### config.mk
export PLATFORM = sky130hd
export DESIGN_NAME = ps2_scancode_rx
export DESIGN_NICKNAME = d
export VERILOG_FILES = /design/src/rtl/ps2_pkg.sv /design/src/rtl/ps2_line_filter.sv /design/src/rtl/ps2_scancode_rx.sv
export SDC_FILE = /design/constraint.sdc
export NUM_CORES = 1
export LEC_CHECK = 0
export ABC_AREA = 1
export BUFFER_PORTS_ARGS = -buffer_cell sky130_fd_sc_hd__buf_2
export CAP_MARGIN = 20
export CORE_MARGIN = 1
export CORE_UTILIZATION = 63
export DETAILED_ROUTE_END_ITERATION = 16
export PLACE_DENSITY = 0.86
export SLEW_MARGIN = 25
export SYNTH_ARGS = -nofsm -noshare
export SYNTH_HDL_FRONTEND = slang
export SYNTH_SLANG_ARGS = --single-unit
export TNS_END_PERCENT = 10
### constraint.sdc
create_clock -name iVGA_CLK -period 3 [get_ports iVGA_CLK]
set_input_delay 0.15 -clock iVGA_CLK [delete_from_list [all_inputs] [get_ports iVGA_CLK]]
set_output_delay 0.15 -clock iVGA_CLK [all_outputs]
set_load 0.01 [all_outputs]
### src/rtl/ps2_pkg.sv
// Shared PS/2 receiver types and scancode constants.
package ps2_pkg;

  typedef enum logic [1:0] {
    IDLE   = 2'd0,
    DATA   = 2'd1,
    PARITY = 2'd2,
    STOP   = 2'd3
  } ps2_state_t;

  localparam logic [7:0] PS2_BREAK = 8'hF0;
  localparam logic [7:0] PS2_EXT   = 8'hE0;

  localparam logic [7:0] KEY_A = 8'h1C;
  localparam logic [7:0] KEY_D = 8'h23;
  localparam logic [7:0] KEY_W = 8'h1D;
  localparam logic [7:0] KEY_S = 8'h1B;

endpackage

### src/rtl/ps2_line_filter.sv
// PS/2 clock conditioning: synchroniser, glitch filter and falling-edge
// detector. Everything resets high to match the idle bus.
module ps2_line_filter #(
  parameter int SYNC_STAGES = 2,
  parameter int FILTER_LEN  = 4
) (
  input  logic iVGA_CLK,
  input  logic iRST_n,
  input  logic din,
  output logic fall
);

  localparam int CW = $clog2(FILTER_LEN + 1);

  logic [SYNC_STAGES-1:0] sync_q, sync_d;
  logic [CW-1:0]          cnt_q, cnt_d;
  logic                   filt_q, filt_d;
  logic                   prev_q, prev_d;
  logic                   s;

  assign s = sync_q[SYNC_STAGES-1];

  // Filter: level flips only after FILTER_LEN consecutive disagreeing samples.
  always_comb begin
    sync_d = {sync_q[SYNC_STAGES-2:0], din};
    filt_d = filt_q;
    cnt_d  = '0;
    prev_d = filt_q;
    if (s != filt_q) begin
      if (cnt_q == CW'(FILTER_LEN - 1)) filt_d = s;
      else                              cnt_d  = cnt_q + CW'(1);
    end
  end

  // Conditioning registers.
  always_ff @(posedge iVGA_CLK or negedge iRST_n) begin
    if (!iRST_n) begin
      sync_q <= '1;
      cnt_q  <= '0;
      filt_q <= 1'b1;
      prev_q <= 1'b1;
    end else begin
      sync_q <= sync_d;
      cnt_q  <= cnt_d;
      filt_q <= filt_d;
      prev_q <= prev_d;
    end
  end

  assign fall = prev_q & ~filt_q;

endmodule

### src/rtl/ps2_scancode_rx.sv
// PS/2 keyboard receiver: deserialises 11-bit frames, checks start/parity/
// stop, and presents good bytes on ps2_out with a held strobe.
// Optional: define PS2_BREAK_FILTER_EN to swallow F0 and the byte after it.
module ps2_scancode_rx
  import ps2_pkg::*;
#(
  parameter int SYNC_STAGES = 2,
  parameter int FILTER_LEN  = 4,
  parameter int TIMEOUT_CYC = 5000,
  parameter int STROBE_CYC  = 16
) (
  input  logic       iVGA_CLK,
  input  logic       iRST_n,
  input  logic       ps2_clk_in,
  input  logic       ps2_dat_in,
  output logic [7:0] ps2_out,
  output logic       ps2_key_pressed,
  output logic       frame_err
);

  localparam int IW = $clog2(TIMEOUT_CYC + 1);
  localparam int SW = $clog2(STROBE_CYC + 1);

  logic                   clk_fall, dat_s;
  logic [SYNC_STAGES-1:0] dsync_q, dsync_d;

  ps2_state_t state_q, state_d;
  logic [2:0] bit_cnt_q, bit_cnt_d;
  logic [7:0] shreg_q, shreg_d;
  logic       par_q, par_d;
  logic [IW-1:0] idle_q, idle_d;

  logic [7:0]    out_q, out_d;
  logic          key_q, key_d;
  logic [SW-1:0] stb_q, stb_d;
  logic          ferr_q, ferr_d;
`ifdef PS2_BREAK_FILTER_EN
  logic          bp_q, bp_d;
`endif

  logic timeout_hit, good, bad, present;

  ps2_line_filter #(.SYNC_STAGES(SYNC_STAGES), .FILTER_LEN(FILTER_LEN)) u_clk (
    .iVGA_CLK (iVGA_CLK),
    .iRST_n   (iRST_n),
    .din      (ps2_clk_in),
    .fall     (clk_fall)
  );

  // Data line is only sampled mid-bit, so it needs synchronising, not filtering.
  assign dsync_d = {dsync_q[SYNC_STAGES-2:0], ps2_dat_in};
  assign dat_s   = dsync_q[SYNC_STAGES-1];

  // A fall on the terminal idle cycle still counts as a bit.
  assign timeout_hit = (state_q != IDLE) && !clk_fall &&
                       (idle_q == IW'(TIMEOUT_CYC - 1));
  assign good = (state_q == STOP) && clk_fall && dat_s && (^{shreg_q, par_q});
  assign bad  = ((state_q == STOP) && clk_fall && !good) ||
                ((state_q == IDLE) && clk_fall && dat_s) ||
                timeout_hit;

  // State and datapath registers.
  always_ff @(posedge iVGA_CLK or negedge iRST_n) begin
    if (!iRST_n) begin
      dsync_q   <= '1;
      state_q   <= IDLE;
      bit_cnt_q <= '0;
      shreg_q   <= '0;
      par_q     <= 1'b0;
      idle_q    <= '0;
    end else begin
      dsync_q   <= dsync_d;
      state_q   <= state_d;
      bit_cnt_q <= bit_cnt_d;
      shreg_q   <= shreg_d;
      par_q     <= par_d;
      idle_q    <= idle_d;
    end
  end

  // Next state: frame sequencing on clock falls, with idle timeout.
  always_comb begin
    state_d   = state_q;
    bit_cnt_d = bit_cnt_q;
    shreg_d   = shreg_q;
    par_d     = par_q;
    idle_d    = '0;
    case (state_q)
      IDLE: if (clk_fall && !dat_s) begin
        state_d   = DATA;
        bit_cnt_d = '0;
      end
      DATA: if (clk_fall) begin
        shreg_d = {dat_s, shreg_q[7:1]};
        if (bit_cnt_q == 3'd7) begin
          state_d   = PARITY;
          bit_cnt_d = '0;
        end else begin
          bit_cnt_d = bit_cnt_q + 3'd1;
        end
      end
      PARITY: if (clk_fall) begin
        par_d   = dat_s;
        state_d = STOP;
      end
      STOP: if (clk_fall) state_d = IDLE;
      default: state_d = IDLE;
    endcase
    if (state_q != IDLE && state_d != IDLE && !clk_fall)
      idle_d = idle_q + IW'(1);
    if (timeout_hit) state_d = IDLE;
  end

  // Outputs: present good bytes, run the strobe counter, flag errors.
  always_comb begin
    out_d   = out_q;
    key_d   = key_q;
    stb_d   = stb_q;
    ferr_d  = bad;
    present = good;
`ifdef PS2_BREAK_FILTER_EN
    bp_d = bp_q;
    if (good) begin
      if (bp_q) begin
        bp_d    = 1'b0;
        present = 1'b0;
      end else if (shreg_q == PS2_BREAK) begin
        bp_d    = 1'b1;
        present = 1'b0;
      end
    end
`endif
    if (present) begin
      out_d = shreg_q;
      key_d = 1'b1;
      stb_d = SW'(STROBE_CYC);
    end else if (stb_q != '0) begin
      stb_d = stb_q - SW'(1);
      key_d = (stb_q != SW'(1));
    end
  end

  // Output registers.
  always_ff @(posedge iVGA_CLK or negedge iRST_n) begin
    if (!iRST_n) begin
      out_q  <= 8'h00;
      key_q  <= 1'b0;
      stb_q  <= '0;
      ferr_q <= 1'b0;
`ifdef PS2_BREAK_FILTER_EN
      bp_q   <= 1'b0;
`endif
    end else begin
      out_q  <= out_d;
      key_q  <= key_d;
      stb_q  <= stb_d;
      ferr_q <= ferr_d;
`ifdef PS2_BREAK_FILTER_EN
      bp_q   <= bp_d;
`endif
    end
  end

  assign ps2_out         = out_q;
  assign ps2_key_pressed = key_q;
  assign frame_err       = ferr_q;

endmodule
==> impl_metrics.ini, run 1 <==
[outcome]
outcome = completed

[sta]
skew_ps = 5.89
fin_crit_ps = 1840
rsz0062_at_grt = false
hold_ws_ps = 359
final_max_slew_viol_count = 0
setup_tns_ps = 0
setup_viol = 0
relSlewSlack_pct = 58.7
fin_crit_sh_pct = 61.5
max_freq_mhz = 542
worst_slew_pin_slew_ps = 619
hold_viol_final = 0

[power]
powerDensity_mw_per_mm2 = 862
finalPower_mw = 2.33
p_leak_nw = 1.37
vdd_drop_max_mv = 0.445

[final_layout]
final_common_cell = nand2_1
area_growth_pct = 8.50
n_fill_cell = 286
final_cell_mix = nand2_1 (67), dfrtp_1 (45), inv_1 (29), nor2_1 (21), nand3_1 (15)
seq_area_sq_mm = 0.00128
multi_input_area_sq_mm = 0.00104
final_core_util_pct = 72.7
nNetsFinal = 308
antenna_cells = 0
fin_cells = 346
drive_gt1_share_pct = 19.1

[global_route]
grtUsageMet2_pct = 39.1
busiest_layer = met2
grt_pass1_wl_microns = 7250
met1_usage_pct = 27.2
grt_max_degree = 52
gr-total-overflow = 0
antenna_found_initial = 0
grt_usage_pct = 22.5
use_met3_pct = 4.93
grt_pass1_vias = 1760

[synthesis]
syn_area_sq_mm = 0.00249
synthTopCellsByArea = dfrtp_1 (45%), nand2_1 (10%), dfstp_2 (6.3%)
synth_ff_type = dfrtp_1
synthesis.nets = 289
netlist_instances = 278
avgSynthCellArea_sq_um = 8.95
yosys_warnings = 0
ys_async_sr_fraction_pct = 100
ys_ff_latch = 51
yosysTopAreaCell = dfrtp_1
synth_edf_count = 0
ys_types = 30
yosys.area.top_type_share_pct = 45.2
ys_seq_area_share_pct = 51.6

[floorplanning]
die_y_microns = 64.9
initial_core_util_pct = 67.0
num_rows = 22
die_w_microns = 64.9
design.core.area_sq_mm = 0.00372
io_pins = 14
dieArea_sq_mm = 0.00421

[clock_tree]
clockRootBuffer = clkbuf_8
cts_buffers = 5
post_cts_buffers = 0
cts_resized = 0
cts_sinks = 51
htree_levels = 2
clock_path_buffers = 2
clk_latency_ps = 300
cts_tree = yes
clkSlewWorstSetupHoldPaths_ps = 80

[place]
dp_cells = 335
portBuffers = 13
gp_congestion = 0.837
hpwl_microns = 3010

[detailed_routing]
dr.first_iter.drc_count = 136
drtAntennaViolNets = 0
drt_wl_total_microns = 4100
via_per_inst = 5.20
first_pass_iters = 5
drt_drc_violations_left = 0
via_count = 1800
avgRoutedWirePerCell_microns = 11.9

[setup_path]
critPathKind = register to register
worst_ep_arrival_time_ps = 2050
cp-start-kind = register
cp.required_ps = 3200
worst_setup_path_end_kind = register
cp_max_fo = 11

[hold_path]
hold_path.class = register to register

[flow_run]
cap_viol_max_count = 0
final timing paths:
| kind | startpoint | endpoint | slack (ps) | cells past startpoint |
|---|---|---|---|---|
| max | u_clk.filt_q$_DFFE_PN1P_ | state_q[0]$_DFF_PN0_ | 1160 | 6 |
| min | dsync_q[0]$_DFF_PN1_ | dsync_q[1]$_DFF_PN1_ | 360 | 0 |
| max reg2reg | u_clk.filt_q$_DFFE_PN1P_ | state_q[0]$_DFF_PN0_ | 1160 | 6 |
| min reg2reg | dsync_q[0]$_DFF_PN1_ | dsync_q[1]$_DFF_PN1_ | 360 | 0 |
| max in group asynchronous | iRST_n | bit_cnt_q[0]$_DFFE_PN0P_ | 2180 | 2 |
| min in group asynchronous | iRST_n | stb_q[0]$_DFFE_PN0P_ | 400 | 2 |
layout make-up:
| cell class | count | share of cell area (%) |
|---|---|---|
| clock buffer | 6 | 2.69 |
| clock inverter | 2 | 0.463 |
| inverter | 35 | 4.87 |
| multi-input combinational | 188 | 38.6 |
| sequential | 51 | 47.5 |
| tap | 48 | 2.22 |
| timing repair buffer | 16 | 3.61 |
what timing repair did:
| action | in CTS | in global routing |
|---|---|---|
| hold buffers | 3 | 0 |
| endpoints found under the setup margin | 0 | 0 |
| hold endpoints to repair | 47 | 0 |
sequential cells by signal, summed over array words and instances (netlist names):
register	flops
frame_err	1
idle_q	13
dsync_q	2
state_q	2
ps2_out	8
par_q	1
u_clk.cnt_q	3
stb_q	5
shreg_q	8
u_clk.prev_q	1
ps2_key_pressed	1
bit_cnt_q	3
u_clk.filt_q	1
u_clk.sync_q	2
stage by stage:
step                setup slack, ps  instance area, sq um
finish                         1160                  2700
global route                   1070                  2700
CTS                            1180                  2700
detailed placement             1210                  2580
floorplan                      1460                  2490
global placement               1190                  2580
report_power, final:
group,internal [mW],total (mW),switching (mW)
Sequential,0.861,1.01,0.152
Combinational,0.331,0.938,0.607
Clock,0.163,0.377,0.214
Total,1.35,2.33,0.973
critical path, stage by stage, from the launching register on:
cell and delay (ps):
dfstp_2 590, nor2_4 80, nor2_1 220, inv_1 230, nor3_1 420, a31o_2 170, inv_1 30
cell usage after synthesis (6+ instances only):
cell	instances
a21oi_1	6
dfrtp_1	45
dfstp_2	6
ha_1	7
inv_1	29
inv_2	6
nand2_1	67
nand2_2	14
nand3_1	15
nand4_1	9
nor2_1	21
nor3_1	9
o21ai_0	13
xor2_1	7
layer usage:
metal | routed length [microns] | vias to the layer above | part of all wire (%)
met1 | 1900 | 840 | 46
li1 | - | 929 | -
met2 | 2060 | 25 | 50
met3 | 106 | 6 | 2.6
met4 | 42 | 0 | 1.0
met5 | 0 | - | 0
cells by family after synthesis:
family	after synthesis	synth area share, %
and+or+nand+nor	145	28.9
DFF	51	51.6
buffers and inverters	39	6.54
AOI/OAI and AO/OA	26	5.88
xor gates and xnor gates	9	3.17
adders and majority gates	7	3.52
muxes	1	0.452
Note: power is estimated with default switching activity, not from simulation.
==> inputs of run 2 (changes only) <==
--- a/config.mk
+++ b/config.mk
@@ -9,9 +9,9 @@
 export BUFFER_PORTS_ARGS = -buffer_cell sky130_fd_sc_hd__buf_2
 export CAP_MARGIN = 20
 export CORE_MARGIN = 1
-export CORE_UTILIZATION = 63
+export CORE_UTILIZATION = 54
 export DETAILED_ROUTE_END_ITERATION = 16
-export PLACE_DENSITY = 0.86
+export PLACE_DENSITY = 0.79
 export SLEW_MARGIN = 25
 export SYNTH_ARGS = -nofsm -noshare
 export SYNTH_HDL_FRONTEND = slang
==> constraint.sdc (replaced) <==
create_clock -name iVGA_CLK -period 1.5 [get_ports iVGA_CLK]
set_input_delay 0.075 -clock iVGA_CLK [delete_from_list [all_inputs] [get_ports iVGA_CLK]]
set_output_delay 0.075 -clock iVGA_CLK [all_outputs]
set_load 0.01 [all_outputs]
==> impl_metrics.ini, run 2 (synthesis results as in run 1) <==
[outcome]
outcome = completed

[sta]
setup_viol = 0
relSlewSlack_pct = 81.2
max_freq_mhz = 686
worst_slew_pin_slew_ps = 280
setup_tns_ps = 0
fin_crit_ps = 1460
rsz0062_at_grt = true
hold_viol_final = 0
final_max_slew_viol_count = 0
fin_crit_sh_pct = 97.1
hold_ws_ps = 276
skew_ps = 6.35

[clock_tree]
htree_levels = 2
cts_buffers = 5
clockRootBuffer = clkbuf_8
cts_tree = yes
clock_path_buffers = 2
cts_sinks = 51
clkSlewWorstSetupHoldPaths_ps = 90
clk_latency_ps = 310

[global_route]
antenna_found_initial = 0
grt_max_degree = 52
gr-total-overflow = 0
grt_pass1_vias = 1794
grt_usage_pct = 20.3
grt_pass1_wl_microns = 7920

[power]
vdd_drop_max_mv = 0.680
powerDensity_mw_per_mm2 = 1750
p_leak_nw = 1.52

[detailed_routing]
met2WireLength_microns = 2100
met3_length_microns = 131
via_per_inst = 5.15
via_count = 1946
drt_wl_total_microns = 4410
avgRoutedWirePerCell_microns = 11.7
wl_met1_microns = 2110
drt_drc_violations_left = 0
top_layer = met4
dr.first_iter.drc_count = 70
first_pass_iters = 4
drtAntennaViolNets = 0

[setup_path]
worst_ep_arrival_time_ps = 1710
cp_max_fo = 7
cp.required_ps = 1750
critPathKind = register to register
worst_setup_path_end_kind = register
cp-start-kind = register

[floorplanning]
design.core.area_sq_mm = 0.00438
dieArea_sq_mm = 0.00488
num_rows = 24
die_y_microns = 69.9
io_pins = 14
initial_core_util_pct = 56.8
die_w_microns = 69.9

[flow_run]
cap_viol_max_count = 0

[final_layout]
largest_reg_flops = 13
final_common_cell = nand2_1
area_growth_pct = 21.2
fin_cells = 378
top_register = idle_q
antenna_cells = 0
final_core_util_pct = 68.8
finalInstanceArea_sq_mm = 0.00302
final_cell_mix = nand2_1 (58), dfrtp_1 (42), inv_1 (29), buf_4 (26), nand2_2 (23)
nNetsFinal = 336
drive_gt1_share_pct = 32.2

[place]
portBuffers = 13
dp_cells = 358
dpl_cell_area_sq_mm = 0.00275
hpwl_microns = 3050
gp_congestion = 0.835

[hold_path]
hold_path.class = input pin to async pin
-- run 2: final timing paths --
path / startpoint / end / slack, ps / cells past startpoint
max: shreg_q[0]$_DFFE_PN0P_ / ps2_out[5]$_DFFE_PN0P_ / 40 / 10
min: iRST_n / bit_cnt_q[2]$_DFFE_PN0P_ / 280 / 3
max reg2reg: shreg_q[0]$_DFFE_PN0P_ / ps2_out[5]$_DFFE_PN0P_ / 40 / 10
min reg2reg: u_clk.sync_q[0]$_DFF_PN1_ / u_clk.sync_q[1]$_DFF_PN1_ / 360 / 0
max in group asynchronous: iRST_n / u_clk.sync_q[0]$_DFF_PN1_ / 930 / 3
min in group iVGA_CLK: u_clk.sync_q[0]$_DFF_PN1_ / u_clk.sync_q[1]$_DFF_PN1_ / 360 / 0
-- run 2: through the flow --
stage | setup slack, ps | total power [mW]
after floorplan | -26.6 | 3.55
after global placement | 2.79 | 4.06
after detailed placement | -55.4 | 4.15
after CTS | 17.3 | 5.09
after global routing | -84.6 | 5.72
final | 43.2 | 5.27
-- run 2: where the power goes --
part	switching, mW	total, mW	leakage (nW)	internal, mW
clock	0.434	0.856	0.0515	0.421
sequential	0.271	2.00	0.654	1.73
combinational	1.41	2.42	0.819	1.01
-- run 2: what timing repair did --
action | in CTS | in global routing
setup endpoints to repair | 14 | 20
endpoints found under the hold margin | 47 | 0
gates resized for setup | 2 | 19
gates cloned | 1 | 0
buffers inserted | 1 | 7
pin swaps | 0 | 1
hold buffers | 3 | 0
-- run 2: layer usage --
| metal | vias to the layer above | global-route usage [%] |
|---|---|---|
| met5 | - | 0 |
| met4 | 0 | 7.33 |
| met2 | 22 | 31.6 |
| met1 | 928 | 27.9 |
| li1 | 991 | - |
| met3 | 5 | 4.62 |
-- run 2: layout make-up --
type                            instances  area, sq um
Timing Repair Buffer                   43          310
Fill cell                             346         1370
Sequential cell                        51         1290
Multi-Input combinational cell        189         1120
Inverter                               35          131
Clock buffer                            8          100
Tap cell                               52         65.1
-- run 2: critical path, stage by stage (launching register included) --
cell	delay (ps)
dfrtp_1	420
nand2_1	100
inv_1	50
nor2_1	110
nand2_2	100
nand2_2	90
nand2_4	60
nand3_4	120
buf_4	160
nand4_1	110
nand2_2	80
==> inputs of run 3 (changes only) <==
--- a/config.mk
+++ b/config.mk
@@ -6,7 +6,7 @@
 export NUM_CORES = 1
 export LEC_CHECK = 0
 export ABC_AREA = 1
-export BUFFER_PORTS_ARGS = -buffer_cell sky130_fd_sc_hd__buf_2
+export BUFFER_PORTS_ARGS = -buffer_cell sky130_fd_sc_hd__buf_4
 export CAP_MARGIN = 20
 export CORE_MARGIN = 1
 export CORE_UTILIZATION = 54
==> constraint.sdc (replaced) <==
create_clock -name iVGA_CLK -period 1.5 [get_ports iVGA_CLK]
set_input_delay 0.375 -clock iVGA_CLK [delete_from_list [all_inputs] [get_ports iVGA_CLK]]
set_output_delay 0.375 -clock iVGA_CLK [all_outputs]
set_load 0.01 [all_outputs]
==> impl_metrics.ini, run 3 (synthesis results as in run 1) <==
[outcome]
outcome = completed

[clock_tree]
clk_latency_ps = 300
clkSlewWorstSetupHoldPaths_ps = 90
htree_levels = 2
cts_buffers = 5
clockRootBuffer = clkbuf_8
cts_tree = yes
clock_path_buffers = 2
cts_sinks = 51

[detailed_routing]
dr.first_iter.drc_count = 126
via_per_inst = 5.24
via_count = 1928
drt_drc_violations_left = 0
avgRoutedWirePerCell_microns = 12.5
first_pass_iters = 4
drtAntennaViolNets = 0
drt_wl_total_microns = 4600

[setup_path]
cp-startpoint = u_clk.prev_q$_DFF_PN1_
cp-start-kind = register
worst_setup_path_end_kind = register
worst_ep_arrival_time_ps = 1730
cp_max_fo = 8
critPathKind = register to register
r2r_start = u_clk.prev_q$_DFF_PN1_
cp.required_ps = 1740

[sta]
max_freq_mhz = 671
hold_viol_final = 0
setup_viol = 0
rsz0062_at_grt = true
skew_ps = 6.24
worst_slew_pin_slew_ps = 623
fin_crit_ps = 1490
fin_crit_sh_pct = 99.3
final_max_slew_viol_count = 0
relSlewSlack_pct = 58.5

[power]
p_clk_share_pct = 14.4
finalPower_mw = 5.22
p_switching_mw = 2.17
sw_frac_of_total_pct = 41.6
powerDensity_mw_per_mm2 = 1770
vdd_drop_max_mv = 0.716
power_frac_seq_pct = 38.8
power.internal_mw = 3.05
p_leak_nw = 1.47
power_frac_comb_pct = 46.8

[final_layout]
largest_reg_flops = 13
final_cell_mix = nand2_1 (65), dfrtp_1 (42), buf_4 (29), inv_1 (27), nor2_1 (17)
final_common_cell = nand2_1
n_fill_cell = 338
multi_input_area_sq_mm = 0.00112
antenna_cells = 0
drive_gt1_share_pct = 29.7
area_growth_pct = 18.3
top_register = idle_q
seq_area_sq_mm = 0.00129
final_core_util_pct = 67.1
nNetsFinal = 326

[hold_path]
hold_path.class = input pin to async pin

[flow_run]
cap_viol_max_count = 0

[floorplanning]
initial_core_util_pct = 56.8
num_rows = 24
io_pins = 14
design.core.area_sq_mm = 0.00438
dieArea_sq_mm = 0.00488
die_y_microns = 69.9
die_w_microns = 69.9

[place]
hpwl_microns = 3170
portBuffers = 13
gp_congestion = 0.843

[global_route]
grt_pass1_vias = 1857
grt_max_degree = 52
antenna_found_initial = 0
gr-total-overflow = 0
grt_usage_pct = 19.9
grt_pass1_wl_microns = 7820
[run 3: timing repair]
item                       4_1_cts  5_1_grt
hold buffers                     0        0
pin swaps                        0        3
buffers inserted                 1        3
gates resized for setup          2       23
setup endpoints to repair       14       26
gates cloned                     1        1
[run 3: area by class of cell]
cell class              instances  share of cell area, %
clock buffers                   6                   2.47
clock inverters                 2                  0.425
inverters                      35                   4.46
multi-input cells             190                   38.1
flip-flops and latches         51                   43.7
well taps                      52                   2.21
repair buffers                 32                   8.55
[run 3: path summary, 6_finish.rpt]
check                                            end  slack [ps]  cells after the start
max                           ps2_out[3]$_DFFE_PN0P_          10                      7
min                           ps2_out[3]$_DFFE_PN0P_          80                      1
max reg2reg                   ps2_out[3]$_DFFE_PN0P_          10                      7
min reg2reg                u_clk.sync_q[1]$_DFF_PN1_         360                      0
max in group asynchronous     shreg_q[1]$_DFFE_PN0P_         960                      1
min in group iVGA_CLK      u_clk.sync_q[0]$_DFF_PN1_         170                      1
[run 3: power by group through the flow]
stage | clock network [mW] | registers, mW | logic [mW]
2_1_floorplan | 0 | 1.99 | 1.57
3_3_place_gp | 0 | 2.02 | 2.03
3_5_place_dp | 0 | 2.04 | 2.10
4_1_cts | 0.778 | 2.01 | 2.19
5_1_grt | 0.827 | 2.07 | 2.74
6_report | 0.752 | 2.03 | 2.45
[run 3: per-layer routing]
metal,track usage [%],routed length [microns],up-vias
li1,-,-,965
met1,26.5,2140,917
met2,32.8,2230,36
met3,4.33,146,10
met4,6.00,78,0
met5,0,0,-
[run 3: critical path, cell delays in order (launching register included)]
cell and delay (ps):
dfstp_2 530, inv_1 50, nor2_4 120, nand3_2 110
nor2_4 210, buf_4 180, nand4_1 120, nand2_1 100
[run 3: through the flow]
stage	cells	hold slack [ps]	setup TNS, ps	instance area [sq um]	setup slack (ps)
CTS	364	110	-10.0	2850	-4.58
floorplan	278	79.4	-119	2490	-26.6
detailed placement	354	348	-370	2740	-73.8
global placement	354	346	0	2740	8.26
global route	368	145	-703	2940	-94.5
finish	368	75.4	0	2940	10.2
